$ cat config.mk
export PLATFORM = sky130hd
export DESIGN_NAME = wb_test_ctrl
export DESIGN_NICKNAME = d
export VERILOG_FILES = /design/src/rtl/test_ctrl_pkg.sv /design/src/rtl/sync_fifo.sv /design/src/rtl/wb_test_ctrl.sv
export SDC_FILE = /design/constraint.sdc
export NUM_CORES = 1
export LEC_CHECK = 0
export CAP_MARGIN = 0
export CORE_MARGIN = 4
export CORE_UTILIZATION = 30
export CTS_CLUSTER_DIAMETER = 30
export DETAILED_ROUTE_END_ITERATION = 12
export GPL_TIMING_DRIVEN = 0
export HOLD_SLACK_MARGIN = 0.15
export PLACE_DENSITY = 0.52
export SKIP_LAST_GASP = 1
export SYNTH_ARGS = -nofsm -noshare
export SYNTH_HDL_FRONTEND = slang
export SYNTH_SLANG_ARGS = --single-unit
$ cat constraint.sdc
create_clock -name clk -period 2.59 [get_ports clk]
set_input_delay 0.3885 -clock clk [delete_from_list [all_inputs] [get_ports clk]]
set_output_delay 0.3885 -clock clk [all_outputs]
set_load 0.01 [all_outputs]
$ cat src/rtl/test_ctrl_pkg.sv
// Shared register map, status bit positions and FSM encoding for the
// Wishbone test controller.
package test_ctrl_pkg;

  localparam logic [4:0] REG_MAILBOX  = 5'h00;
  localparam logic [4:0] REG_CONSOLE  = 5'h04;
  localparam logic [4:0] REG_CYCLE_LO = 5'h08;
  localparam logic [4:0] REG_CYCLE_HI = 5'h0C;
  localparam logic [4:0] REG_TIMEOUT  = 5'h10;
  localparam logic [4:0] REG_STATUS   = 5'h14;

  localparam int unsigned STAT_DONE    = 0;
  localparam int unsigned STAT_PASS    = 1;
  localparam int unsigned STAT_FAIL    = 2;
  localparam int unsigned STAT_TIMEOUT = 3;
  localparam int unsigned STAT_CNT_LSB = 8;

  typedef enum logic {
    ST_RUN  = 1'b0,
    ST_DONE = 1'b1
  } state_t;

  localparam logic [7:0] DEF_PASS_CODE = 8'h01;
  localparam logic [7:0] DEF_FAIL_CODE = 8'hFF;

endpackage

$ cat src/rtl/sync_fifo.sv
// Synchronous first-word-fall-through FIFO with registered full/empty flags.
// DEPTH must be a power of two so the pointers wrap naturally.
module sync_fifo #(
  parameter int unsigned WIDTH = 8,
  parameter int unsigned DEPTH = 16
) (
  input  logic                     clk,
  input  logic                     rst,
  input  logic                     push,
  input  logic [WIDTH-1:0]         din,
  input  logic                     pop,
  output logic [WIDTH-1:0]         dout,
  output logic                     full,
  output logic                     empty,
  output logic [$clog2(DEPTH):0]   count
);

  localparam int unsigned AW = $clog2(DEPTH);
  localparam int unsigned CW = AW + 1;

  logic [WIDTH-1:0] mem [DEPTH];
  logic [AW-1:0]    wr_ptr;
  logic [AW-1:0]    rd_ptr;
  logic [CW-1:0]    cnt_nxt;
  logic             do_push;
  logic             do_pop;

  assign do_push = push & ~full;
  assign do_pop  = pop & ~empty;
  assign dout    = mem[rd_ptr];

  always_comb begin
    cnt_nxt = count;
    if (do_push && !do_pop) begin
      cnt_nxt = count + CW'(1);
    end else if (do_pop && !do_push) begin
      cnt_nxt = count - CW'(1);
    end
  end

  always_ff @(posedge clk) begin
    if (rst) begin
      wr_ptr <= '0;
      rd_ptr <= '0;
      count  <= '0;
      full   <= 1'b0;
      empty  <= 1'b1;
    end else begin
      if (do_push) wr_ptr <= wr_ptr + AW'(1);
      if (do_pop)  rd_ptr <= rd_ptr + AW'(1);
      count <= cnt_nxt;
      full  <= (cnt_nxt == CW'(DEPTH));
      empty <= (cnt_nxt == '0);
    end
  end

  // Storage needs no reset; validity is tracked by the pointers.
  always_ff @(posedge clk) begin
    if (do_push) mem[wr_ptr] <= din;
  end

endmodule

$ cat src/rtl/wb_test_ctrl.sv
// Wishbone B4 pipelined test controller: pass/fail mailbox, 64-bit cycle
// counter, watchdog and buffered console byte stream.
module wb_test_ctrl
  import test_ctrl_pkg::*;
#(
  parameter int unsigned ADDR_W     = 32,
  parameter int unsigned FIFO_DEPTH = 16,
  parameter int unsigned MAX_CYCLES = 200_000,
  parameter logic [7:0]  PASS_CODE  = DEF_PASS_CODE,
  parameter logic [7:0]  FAIL_CODE  = DEF_FAIL_CODE
) (
  input  logic              clk,
  input  logic              rst,
  input  logic              wb_cyc_i,
  input  logic              wb_stb_i,
  input  logic              wb_we_i,
  input  logic [3:0]        wb_sel_i,
  input  logic [ADDR_W-1:0] wb_adr_i,
  input  logic [31:0]       wb_dat_i,
  output logic [31:0]       wb_dat_o,
  output logic              wb_ack_o,
  output logic              wb_stall_o,
  output logic              con_valid_o,
  output logic [7:0]        con_data_o,
  input  logic              con_ready_i,
  output logic              done_o,
  output logic              pass_o,
  output logic              fail_o,
  output logic              timeout_o,
  output logic [7:0]        exit_code_o
);

  localparam int unsigned CW = $clog2(FIFO_DEPTH) + 1;

  state_t        state;
  state_t        state_nxt;
  logic [63:0]   cycle_cnt;
  logic [31:0]   timeout_q;
  logic [31:0]   hi_snap;
  logic [31:0]   rd_data;
  logic [4:0]    reg_off;
  logic          accept;
  logic          wr;
  logic          rd;
  logic          mb_wr;
  logic          wd_fire;
  logic          pass_set;
  logic          fail_set;
  logic          to_set;
  logic          cnt_en;
  logic          fifo_push;
  logic          fifo_full;
  logic          fifo_empty;
  logic [CW-1:0] fifo_count;
  logic          unused_ok;

  assign unused_ok = ^{wb_adr_i[ADDR_W-1:5], wb_adr_i[1:0], wb_sel_i[3:1]};

  assign reg_off    = {wb_adr_i[4:2], 2'b00};
  assign wb_stall_o = fifo_full & wb_cyc_i & wb_stb_i & wb_we_i & (reg_off == REG_CONSOLE);
  assign accept     = wb_cyc_i & wb_stb_i & ~wb_stall_o;
  assign wr         = accept & wb_we_i;
  assign rd         = accept & ~wb_we_i;
  assign mb_wr      = wr & (reg_off == REG_MAILBOX) & wb_sel_i[0] & (state == ST_RUN);
  assign fifo_push  = wr & (reg_off == REG_CONSOLE) & wb_sel_i[0];
  assign wd_fire    = (state == ST_RUN) && (timeout_q != '0) &&
                      (cycle_cnt[63:32] == '0) && (cycle_cnt[31:0] == timeout_q);

  assign done_o      = (state == ST_DONE);
  assign con_valid_o = ~fifo_empty;

  sync_fifo #(
    .WIDTH (8),
    .DEPTH (FIFO_DEPTH)
  ) u_con_fifo (
    .clk   (clk),
    .rst   (rst),
    .push  (fifo_push),
    .din   (wb_dat_i[7:0]),
    .pop   (con_valid_o & con_ready_i),
    .dout  (con_data_o),
    .full  (fifo_full),
    .empty (fifo_empty),
    .count (fifo_count)
  );

  // Mailbox outranks the watchdog; counter freezes on the ending cycle.
  always_comb begin
    state_nxt = state;
    pass_set  = 1'b0;
    fail_set  = 1'b0;
    to_set    = 1'b0;
    cnt_en    = 1'b0;
    case (state)
      ST_RUN: begin
        if (mb_wr && wb_dat_i[7:0] == PASS_CODE) begin
          state_nxt = ST_DONE;
          pass_set  = 1'b1;
        end else if (mb_wr && wb_dat_i[7:0] == FAIL_CODE) begin
          state_nxt = ST_DONE;
          fail_set  = 1'b1;
        end else if (wd_fire) begin
          state_nxt = ST_DONE;
          to_set    = 1'b1;
        end else begin
          cnt_en = 1'b1;
        end
      end
      ST_DONE: state_nxt = ST_DONE;
      default: state_nxt = ST_RUN;
    endcase
  end

  always_ff @(posedge clk) begin
    if (rst) state <= ST_RUN;
    else     state <= state_nxt;
  end

  always_comb begin
    rd_data = '0;
    case (reg_off)
      REG_MAILBOX:  rd_data = {24'b0, exit_code_o};
      REG_CYCLE_LO: rd_data = cycle_cnt[31:0];
      REG_CYCLE_HI: rd_data = hi_snap;
      REG_TIMEOUT:  rd_data = timeout_q;
      REG_STATUS: begin
        rd_data[STAT_DONE]          = done_o;
        rd_data[STAT_PASS]          = pass_o;
        rd_data[STAT_FAIL]          = fail_o;
        rd_data[STAT_TIMEOUT]       = timeout_o;
        rd_data[STAT_CNT_LSB +: 8]  = 8'(fifo_count);
      end
      default: rd_data = '0;
    endcase
  end

  always_ff @(posedge clk) begin
    if (rst) begin
      cycle_cnt   <= '0;
      timeout_q   <= 32'(MAX_CYCLES);
      hi_snap     <= '0;
      exit_code_o <= '0;
      pass_o      <= 1'b0;
      fail_o      <= 1'b0;
      timeout_o   <= 1'b0;
      wb_ack_o    <= 1'b0;
      wb_dat_o    <= '0;
    end else begin
      if (cnt_en) cycle_cnt <= cycle_cnt + 64'd1;
      if (mb_wr) exit_code_o <= wb_dat_i[7:0];
      if (wr && reg_off == REG_TIMEOUT) timeout_q <= wb_dat_i;
      // HI snapshot keeps a LO-then-HI read pair coherent across a carry.
      if (rd && reg_off == REG_CYCLE_LO) hi_snap <= cycle_cnt[63:32];
      pass_o    <= pass_o | pass_set;
      fail_o    <= fail_o | fail_set;
      timeout_o <= timeout_o | to_set;
      wb_ack_o  <= accept;
      wb_dat_o  <= rd ? rd_data : '0;
    end
  end

endmodule
==> results.cfg <==
[outcome]
violations = setup timing
status = complete, but fails checks

[drt]
wirelength_um = 47600
drt-pass1-iter-count = 6
vias = 11700
avgRoutedWirePerCell_um = 21.6
drc = 0
vias_per_cell = 5.30
drtIter0Drc = 1016
ant_nets = 0

[yosys]
synth-edff-count = 128
synth_cell_types = 58
yosysWarnings = 0
netlist_instances = 1341
async_flop_share = 0
yosysSeqAreaShare = 0.552
synth_seq_cells = 320
syn_area_per_cell_um2 = 10.4
synthesis.area_um2 = 13900
synthFlopType = dfxtp_1
syn_nets = 1423

[placed_design]
hpwl_um = 33400
place_congestion = 0.961
dpl-instance-area_um2 = 15600
port_buffers = 95
dp.cells = 2036

[sta]
fin_crit_sh = 1.10
clock_skew_ps = 37.0
fmax_mhz = 351
setup_viol = 8
worst_pin_slew_ps = 946
grt_setup_unrepaired = yes
slew-limit-headroom = 0.364
hold_viol = 0
min_period_ps = 2850
fin_ws_ps = -259
drv_slew = 0

[critical_path]
critical_path_class = flip-flop to primary output
r2r_end = cycle_cnt[36]
crit_chain = buf_12, mux4_2, mux4_2, buf_6
cp.arrival_ps = 2460
path_max_fanout = 7
reg2reg_depth = 9
cp.required_ps = 2200
endpoint_kind = primary output
slowest_stage = mux4_2
path_buf_inv = 2
rrSetupSlack_ps = 60
start_kind = flip-flop
reg2reg_from = cycle_cnt[47]
cpPeakStageDelay_ps = 550
critPathTopFamily = multiplexers
crit_top_cell = mux4_2

[min_path]
holdPathEnd = u_con_fifo.mem[8][6]
min_from = wb_dat_i[6]
hold_class = input pin to flip-flop
worstHoldPathCells = 1

[die]
die_w_um = 223
io_pins = 129
initial_core_util = 0.305
placeableCoreArea_um2 = 45700
dieArea_um2 = 49900
num_rows = 78
die_y_um = 223

[final_layout]
instances_no_fill = 2199
final_cell_area_um2 = 19200
layout-area-overhead-vs-synth_pct = 37.7
fin_nets = 1616
fill_cells = 4328
most-common-layout-cells = 203 x nand2_1, 180 x dfxtp_1, 144 x a21oi_1
num_antenna_cells = 0
drive_gt1_frac = 0.200
final_common_cell = nand2_1

[global_route]
grt_pass1_vias = 11500
grtUsageTotal = 0.188
grt_first_pass_wirelength_um = 72000
gr-total-overflow = 0
grt_max_degree = 21
antenna_found_initial = 1

[power]
powerDensity_nw_per_um2 = 895
peakVddDrop_mv = 0.617
total_power_mw = 17.2
p_leak_nw = 6.36

[cts]
cts_buffer_depth = 3
cts_sinks = 320
h-tree-depth = 3
insertion_delay_ps = 610
path_clk_slew_ps = 50
cts_tree = built
cts-root-buf = clkbuf_16
cts_made_buffers = 80

[run]
maxCapViolations = 0
timing repair:
item,4_1_cts,5_1_grt
pin swaps,8,12
setup buffers,15,6
resized for setup,143,56
setup endpoints to repair,212,221
hold buffers,0,0
cloned,3,0
cells by family (layout without fill, tap and decap cells):
family / Yosys count / after routing / synth area share
compound gates: 244 / 244 / 0.101
fa+ha+maj: 8 / 8 / 0.00719
buf+inv: 106 / 364 / 0.0311
xor+xnor: 46 / 46 / 0.0289
mux: 62 / 62 / 0.0816
flops: 320 / 320 / 0.552
simple gates: 555 / 555 / 0.198
synthesized netlist by cell type, drive strengths merged, types with 2 or more instances:
| cell type | n | area share |
|---|---|---|
| or4 | 20 | 0.011 |
| nor2 | 114 | 0.031 |
| xor2 | 27 | 0.017 |
| ha | 8 | 0.0072 |
| a22oi | 20 | 0.011 |
| nor3 | 18 | 0.0068 |
| and2 | 5 | 0.0022 |
| nand3b | 6 | 0.0032 |
| clkbuf | 69 | 0.019 |
| o41ai | 2 | 0.0013 |
| mux4 | 40 | 0.065 |
| o21ai | 37 | 0.013 |
| inv | 15 | 0.0040 |
| nand3 | 31 | 0.011 |
| nand2 | 203 | 0.055 |
| a22o | 3 | 0.0019 |
| mux2 | 12 | 0.0097 |
| a211oi | 2 | 0.0011 |
| a221oi | 5 | 0.0031 |
| a32oi | 2 | 0.0013 |
| or3 | 30 | 0.013 |
| nor4 | 34 | 0.017 |
| and3 | 9 | 0.0040 |
| or4b | 4 | 0.0031 |
| a21oi | 144 | 0.052 |
| nor2b | 15 | 0.0067 |
| mux2i | 10 | 0.0072 |
| a31oi | 2 | 0.00090 |
| o31ai | 18 | 0.0097 |
| or2 | 2 | 0.00090 |
| buf | 22 | 0.0084 |
| or3b | 2 | 0.0013 |
| xnor2 | 19 | 0.012 |
| nor3b | 2 | 0.0011 |
| nand2b | 4 | 0.0018 |
| nand4b | 5 | 0.0031 |
| dfxtp | 192 | 0.28 |
| nand4 | 39 | 0.018 |
| and4 | 10 | 0.0063 |
| edfxtp | 128 | 0.28 |
| a222oi | 3 | 0.0022 |
power by group:
part           switching, mW  internal (mW)
Sequential             0.101           5.31
Clock                   3.21           7.48
Combinational          0.516          0.540
Total                   3.83           13.3
area by class of cell:
type,count,area (um2),share of cell area
plain buffers,85,463,0.0241
clock buffers,98,2170,0.113
clock inverters,49,757,0.0395
inverters,15,56.3,0.00294
multi-input cells,915,6090,0.318
flip-flops and latches,320,7710,0.402
well taps,600,751,0.0391
repair buffers,117,1180,0.0615
stage by stage:
stage | setup WS [ps] | setup TNS, ps | utilization | hold slack (ps)
4_1_cts | -353 | -2530 | 0.416 | 300
3_5_place_dp | -1760 | -273920 | 0.342 | 449
2_1_floorplan | 29.3 | 0 | - | 436
6_report | -259 | -1800 | 0.420 | 312
5_1_grt | -341 | -2470 | 0.420 | 308
3_3_place_gp | -1710 | -268520 | 0.342 | 443
flip-flops by register name (all words and copies together), names as in the netlist, 5 cells and up, named ones only:
register and count:
wb_dat_o 32, hi_snap 32, cycle_cnt 64, u_con_fifo.count 5, timeout_q 32, u_con_fifo.mem 128, exit_code_o 8
how the worst max path moves through the flow:
stage | to | slack, ps | cells after the start
CTS | con_data_o[6] | -350 | 5
detailed placement | cycle_cnt[11] | -1760 | 9
finish | con_data_o[7] | -260 | 4
global route | con_data_o[7] | -340 | 4
floorplan | u_con_fifo.mem[0][0] | 30 | 5
global placement | cycle_cnt[23] | -1710 | 9
per-layer routing:
metal,up-vias,track usage,share of wire
li1,5369,-,-
met1,5734,0.238,0.42
met2,427,0.311,0.49
met3,120,0.0389,0.059
met4,2,0.0825,0.039
met5,-,0,0.00027
(Power assumes the default switching activity.)
